File: config.mk
export PLATFORM = sky130hd
export DESIGN_NAME = ysyx_25020037_scoreboard
export DESIGN_NICKNAME = d
export VERILOG_FILES = /design/src/rtl/ysyx_25020037_scoreboard.sv
export SDC_FILE = /design/constraint.sdc
export NUM_CORES = 1
export LEC_CHECK = 0
export BUFFER_PORTS_ARGS = -buffer_cell sky130_fd_sc_hd__buf_2
export CAP_MARGIN = 20
export CORE_AREA = 2 2 77 79
export CTS_CLUSTER_DIAMETER = 200
export DETAILED_ROUTE_END_ITERATION = 10
export DIE_AREA = 0 0 79 81
export GPL_ROUTABILITY_DRIVEN = 0
export GPL_TIMING_DRIVEN = 0
export PLACE_DENSITY = 0.8
export SETUP_SLACK_MARGIN = 0.5
export SYNTH_ARGS = -nofsm -noshare
export SYNTH_HDL_FRONTEND = slang
export SYNTH_SLANG_ARGS = --single-unit
File: constraint.sdc
create_clock -name clk -period 3.7 [get_ports clk]
set_clock_uncertainty 0.2 [all_clocks]
set_input_delay 0.185 -clock clk [delete_from_list [all_inputs] [get_ports clk]]
set_output_delay 0.185 -clock clk [all_outputs]
set_load 0.02 [all_outputs]
File: src/rtl/ysyx_25020037_scoreboard.sv
// ysyx_25020037_scoreboard: per-GPR pending-write scoreboard and issue gate.
// Define YSYX_25020037_SB_PERF_EN to enable the stall_cycles counter.
module ysyx_25020037_scoreboard (
  input  logic        clk,
  input  logic        rst_n,
  input  logic        dec_valid,
  input  logic [3:0]  dec_rs1,
  input  logic [3:0]  dec_rs2,
  input  logic        dec_rs1_used,
  input  logic        dec_rs2_used,
  input  logic [3:0]  dec_rd,
  input  logic        dec_wen,
  input  logic        dec_jump,
  input  logic        dec_fence_i,
  input  logic        exu_ready,
  output logic        issue_valid,
  output logic        dec_ready,
  input  logic        wb_valid,
  input  logic [3:0]  wb_rd,
  input  logic        br_done,
  input  logic        flush,
  output logic [15:0] busy,
  output logic        sb_err,
  output logic [31:0] stall_cycles
);

  typedef enum logic [1:0] {
    RUN,
    WAIT_BR,
    DRAIN
  } state_e;

  state_e      state_q, state_d;
  logic [1:0]  pend_q [16];
  logic [1:0]  pend_d [16];
  logic        sb_err_q, sb_err_d;
  logic [15:0] busy_w;
  logic [15:0] inc_w;
  logic [15:0] dec_w;
  logic        any_pend;
  logic        hazard;
  logic        issue;
  logic        underflow;

  always_comb begin
    busy_w = '0;
    for (int i = 1; i < 16; i++) begin
      busy_w[i] = (pend_q[i] != 2'd0);
    end
  end

  assign any_pend = |busy_w;

  always_comb begin
    hazard = 1'b0;
    if (dec_rs1_used && dec_rs1 != 4'd0 && busy_w[dec_rs1])
      hazard = 1'b1;
    if (dec_rs2_used && dec_rs2 != 4'd0 && busy_w[dec_rs2])
      hazard = 1'b1;
    if (dec_wen && dec_rd != 4'd0 && pend_q[dec_rd] == 2'd3)
      hazard = 1'b1;
  end

  // rst_n gates issue so nothing leaks out while reset is held
  assign issue = rst_n & dec_valid & exu_ready & ~hazard & ~flush
               & (state_q == RUN) & ~(dec_fence_i & any_pend);

  assign issue_valid = issue;
  assign dec_ready   = issue;
  assign busy        = busy_w;
  assign sb_err      = sb_err_q;

  always_comb begin
    inc_w     = '0;
    dec_w     = '0;
    underflow = 1'b0;
    if (issue && dec_wen && dec_rd != 4'd0)
      inc_w = 16'd1 << dec_rd;
    if (wb_valid && wb_rd != 4'd0) begin
      if (busy_w[wb_rd]) dec_w = 16'd1 << wb_rd;
      else               underflow = 1'b1;
    end
  end

  always_comb begin
    for (int i = 0; i < 16; i++) begin
      pend_d[i] = pend_q[i];
      if (inc_w[i] && !dec_w[i])
        pend_d[i] = pend_q[i] + 2'd1;
      else if (dec_w[i] && !inc_w[i])
        pend_d[i] = pend_q[i] - 2'd1;
    end
    pend_d[0] = 2'd0;
  end

  assign sb_err_d = sb_err_q | underflow;

  always_comb begin
    state_d = state_q;
    unique case (state_q)
      RUN: begin
        if (issue && dec_jump)
          state_d = WAIT_BR;
        else if (dec_valid && dec_fence_i && any_pend)
          state_d = DRAIN;
      end
      WAIT_BR: if (br_done)   state_d = RUN;
      DRAIN:   if (!any_pend) state_d = RUN;
      default: state_d = RUN;
    endcase
    if (flush) state_d = RUN;
  end

  always_ff @(posedge clk or negedge rst_n) begin
    if (!rst_n) begin
      state_q  <= RUN;
      sb_err_q <= 1'b0;
      for (int i = 0; i < 16; i++) pend_q[i] <= 2'd0;
    end else begin
      state_q  <= state_d;
      sb_err_q <= sb_err_d;
      for (int i = 0; i < 16; i++) pend_q[i] <= pend_d[i];
    end
  end

`ifdef YSYX_25020037_SB_PERF_EN
  logic [31:0] stall_q, stall_d;

  always_comb begin
    stall_d = stall_q;
    if (dec_valid && exu_ready && !issue)
      stall_d = stall_q + 32'd1;
  end

  always_ff @(posedge clk or negedge rst_n) begin
    if (!rst_n) stall_q <= 32'd0;
    else        stall_q <= stall_d;
  end

  assign stall_cycles = stall_q;
`else
  assign stall_cycles = 32'd0;
`endif

endmodule

### Word-level counts from Yosys, hierarchy flattened

Cells that the tools add are included.

| storage, ports and cells | value |
|---|---|
| word-level logic and storage cells | 233 |
| register bits after elaboration | 33 |
| RAM bits | 0 |
| memory bits (read-only) | 0 |
| bits in latches | 0 |
| memories | 0 |

| operators by class | value |
|---|---|
| magnitude comparators | 4 |
| multiply operators | 0 |
| divide/modulo/power cells | 0 |
| shift operators | 2 |
| muxes and demuxes | 53 |
| equality and inequality tests | 6 |
| bitwise logic cells | 12 |
| add/sub/neg operators | 30 |
| reductions and logical operators | 109 |

Operators by type and width:

| operator | number |
|---|---|
| $mux 2 | 37 |
| $reduce_bool 2->1 | 30 |
| $mux 16 | 3 |
| $logic_and 1x1->1 | 42 |
| $shl 1x4->16 const A | 2 |
| $add 2x1->2 const B | 15 |
| $logic_not 1->1 | 30 |
| $sub 2x1->2 const B | 15 |
| $reduce_bool 4->1 | 4 |
| $lt 4x5->1 const B | 3 |
| $reduce_or 15->1 | 1 |
| $bmux 1 s4 | 3 |
| $bmux 2 s4 | 1 |
| $mux 1 | 8 |
| $and 1x1->1 | 7 |
| $ne 3x3->1 const B | 2 |
| $pmux 2 s3 | 1 |
| $ge 5x5->1 const B | 1 |
| $not 4->5 | 1 |
| $eq 2x2->1 const B | 2 |
| $ne 4x2->1 const B | 1 |
| $not 1->1 | 3 |
| $reduce_and 3->1 | 1 |
| $eq 2x1->1 const B | 1 |
| other kinds (2) | 2 |

### Depth between registers and ports, before layout

| logic depth | value |
|---|---|
| depth in word-level cells | 19 |
| mapped depth | 14 |

### Least setup slack after synthesis

Ideal clock, no wire load.

| path | value |
|---|---|
| path type | register to register |
| start | register pend_q[12] in the netlist's numbering |
| end | register pend_q[19] in the netlist's numbering |
| setup slack | 0.957 ns |
| buffers on the path | 3 |
| cell stages (with the launch flop) | 14 |
| arrival | 2.417 ns |
| period minus slack after synthesis | 2.743 ns |
| library setup time | 0.126 ns |
| cells stage by stage | dfrtp_1 buf_6 nor4_2 nand4_1 o21a_1 a2111oi_4 nand4bb_1 buf_6 buf_8 nor3_1 ha_1 xor2_1 nor2_1 xor2_1 |

| between the ends | value |
|---|---|
| word-level cells in the longest chain between the ends | 18 |

RTL lines:

| what | RTL line | RTL |
|---|---|---|
| start: declaration | 34 | `logic [1:0] pend_q [16];` |
| $reduce_bool 2->1 | 48 | `busy_w[i] = (pend_q[i] != 2'd0);` |
| $bmux 1 s4 | 56 | `if (dec_rs1_used && dec_rs1 != 4'd0 && busy_w[dec_rs1])` |
| $mux 1 (not written as such) | 56 |  |
| $logic_and 1x1->1 | 56 |  |
| $mux 1 | 56 |  |
| $mux 1 | 58 | `if (dec_rs2_used && dec_rs2 != 4'd0 && busy_w[dec_rs2])` |
| $mux 1 | 60 | `if (dec_wen && dec_rd != 4'd0 && pend_q[dec_rd] == 2'd3)` |
| $not 1->1 | 65 | `assign issue = rst_n & dec_valid & exu_ready & ~hazard & ~flush` |
| $and 1x1->1 (2 in series) | 65 |  |
| $and 1x1->1 (2 in series) | 66 | `& (state_q == RUN) & ~(dec_fence_i & any_pend);` |
| $logic_and 1x1->1 (2 in series) | 77 | `if (issue && dec_wen && dec_rd != 4'd0)` |
| $mux 16 | 77 |  |
| $logic_not 1->1 | 90 | `else if (dec_w[i] && !inc_w[i])` |
| $logic_and 1x1->1 | 90 |  |
| $reduce_bool 2->1 (no source line) | n/a |  |

Several ways; a longest one is shown, not always the timed one. The select of a mux whose other input is x is not followed.
A chain may end at the register's enable or synchronous reset.

### Final worst setup path

| path | value |
|---|---|
| start | register pend_q[2] in the netlist's numbering |
| end | register pend_q[29] in the netlist's numbering |

Same word-level chain as after synthesis.

==> results.ini <==
[status]
outcome=finished, final reports clean

[pwr]
cell_internal_power_mw=1.197
p_seq_frac=0.353
total_leakage_power_nw=1.817
clockPowerShare=0.136
power_switching_share=0.4723
switching_power_summed_over_all_nets_mw=1.072
comb_power_share=0.511
p_total_mw=2.269
power-per-cell-area_nw_per_um2=604.8
power.ir.vdd_worst_mv=0.4440

[sta]
timing.slew.headroom=0.6446
clock.fmax_ghz=0.3216
fin_setup_tns_ps=0
max_slew_violation_count=0
tmin_final_ps=3109
finalSetupViolations=0
post-route-period-util=0.8403
rsz0062_at_grt=no
tightest_slew_ps=529.9
timing.final.hold_violations=0

[synth]
syn-mean-instance-area_sq_um=8.996
synth.distinct_cells=50
synth-edff-count=0
synth_top_area_cell=dfrtp_1
ys.flop_type=dfrtp_1
async_set_or_reset_register_ratio_after_synthesis=1.000
yosysWarnings=0
synthesis.instances=326
seq_area_frac_synth=0.2816
synth_largest_type_area_fraction=0.2816
synth_seq_cells=33
post_synth_instance_area_sq_um=2933
post_synth_main_area_contributors=dfrtp_1 (28%), xor2_1 (9.0%), buf_4 (8.7%)

[placement]
io_buffers=45
place_hpwl_um=5772
placement.cell_area_sq_um=3372

[finish]
finalInstanceArea_sq_um=3751
layout-drive-gt1-share=0.3542
area_growth_syn_to_layout_pct=27.90
most_common_cell_after_layout_fill_and_taps_aside=buf_2
fillers=460
layout_common_cells=buf_2 (46), buf_4 (35), conb_1 (33)
finish.net_count=457
antenna_cells=0

[floorplan]
core.rowCount=28
floorplan.die_area_sq_um=6399
io-pin-count=79
chipHeight_um=81
floorplan.core_area_sq_um=5675
floorplan.initialDensity=0.5168
die_w_um=79

[setup_path]
worstPathBufferInverterCount=1
timing.setup.critical_path_class=reg -> reg
worst-endpoint-arrival_ps=3120
critical_path.slowest_cell=dfrtp_2
crit_path_end_kind=flip-flop
start_kind=flip-flop
cp_peak_stage_delay_ps=460
cp_cell_sequence=nor4_4, nand4_1, o21a_1, a2111oi_4, nand4bb_1, buf_6, nor4_2, ha_1, nor2_1, xor2_1
cp_data_required_time_ps=3710
cp_top_family=simple AND/OR/NAND/NOR gates
crit_path_max_fanout=7

[detailed_routing]
drc=0
detail_route.iter0.violations=290
route.detailed.wl_per_inst_um=16.22
routed-via-count=2694
detail_route.first_pass.iterations=5
drt-total-wl_um=7948
drt.antenna.violating_nets=0
mean_number_of_vias_per_cell=5.498

[grt]
gr-usage-all-layers=0.2459
grt_antenna_before_repair=0
grt_pass1_vias=2542
grt_start_max_net_pins=34
global_route.overflow_total=0
first_pass_grt_wire_length_um=12160

[run]
max_cap_violations=0

[cts]
cts_root_buffer=clkbuf_8
worst_setup_hold_path_clk_slew_ps=70
max-clock-path-buffers=2
cts_tree=done
tritoncts.num_buffers=5
cts_max_level=2
clk_latency_ps=300
clock_sink_count=33

[min_path]
min_path_type=in -> reg

==> metrics by stage <==
stage	worst slack, ps	hold WS (ps)	util	std cells
2_1_floorplan	957.3	-310.6	-	358
3_3_place_gp	472.1	87.16	0.5941	478
3_5_place_dp	446.9	97.29	0.5941	478
4_1_cts	527.1	2.944	0.6248	490
5_1_grt	482.3	13.12	0.6609	490
6_report	590.8	3.993	0.6609	490
==> power by group through the flow <==
stage	sequential, mW	clock [mW]	combinational (mW)
3_5_place_dp	0.752	0	1.07
2_1_floorplan	0.687	0	0.792
6_report	0.801	0.309	1.16
4_1_cts	0.752	0.310	1.09
5_1_grt	0.825	0.325	1.25
3_3_place_gp	0.741	0	1.05
==> cell usage after synthesis, types with 6 or more instances <==
cell / count
a21oi_1: 8
buf_4: 34
dfrtp_1: 33
ha_1: 15
inv_1: 16
mux4_2: 7
nand2_1: 14
nand2b_1: 6
nand3_1: 13
nor2_1: 34
nor3_1: 17
nor4_1: 10
xnor2_1: 15
xor2_1: 30
==> tightest hold or removal path, stage by stage <==
cell     delay, ps
buf_2          110
a21oi_1        120
nor4_1          50
==> cell type report <==
cell class | instances | area, sq um | share of cell area
multi-input combinational | 263 | 2039 | 0.5437
buffer | 45 | 342.8 | 0.09139
clock buffer | 7 | 96.34 | 0.02568
timing repair buffer | 49 | 275.3 | 0.07338
inverter | 17 | 63.81 | 0.01701
tap | 75 | 93.84 | 0.02502
sequential | 33 | 834.6 | 0.2225
clock inverter | 1 | 5.005 | 0.001334
==> worst paths after layout <==
check	endpoint	slack, ps	start	depth (start not counted)
max	pend_q[29]	590	pend_q[2]	10
min	state_q[1]	4	dec_valid	3
max reg2reg	pend_q[29]	590	pend_q[2]	10
min reg2reg	state_q[1]	250	state_q[0]	1
max in group asynchronous	pend_q[18]	2870	rst_n	3
min in group asynchronous	pend_q[5]	240	rst_n	3
==> logic make-up after synthesis <==
| family | count (synthesis) | share of synthesized area |
|---|---|---|
| AO/OA/AOI/OAI | 38 | 0.09642 |
| flip-flops | 33 | 0.2816 |
| multiplexers | 9 | 0.06058 |
| other | 1 | 0.001279 |
| AND/OR/NAND/NOR | 123 | 0.2240 |
| buffers and inverters | 62 | 0.1378 |
| adder cells (fa/ha/maj) | 15 | 0.06399 |
| XOR/XNOR | 45 | 0.1344 |
==> registers in the layout, indices dropped and copies added, names as in the netlist <==
| signal | count |
|---|---|
| state_q | 2 |
| sb_err | 1 |
| pend_q | 30 |
==> repair_timing <==
item	in CTS	in global routing
buffers inserted	0	0
gates resized for setup	4	45
pin swaps	1	7
hold buffers	4	0
setup endpoints to repair	5	23
hold endpoints to repair	35	0
==> routing by layer <==
| metal | GRT usage | routed length [um] | vias up |
|---|---|---|---|
| met5 | 0 | 0 | - |
| met4 | 0.1431 | 448 | 0 |
| met3 | 0.05222 | 581 | 40 |
| met2 | 0.3907 | 3762 | 156 |
| met1 | 0.3109 | 3156 | 1244 |
| li1 | - | - | 1254 |
No activity file was read; power rests on OpenSTA's default activity.
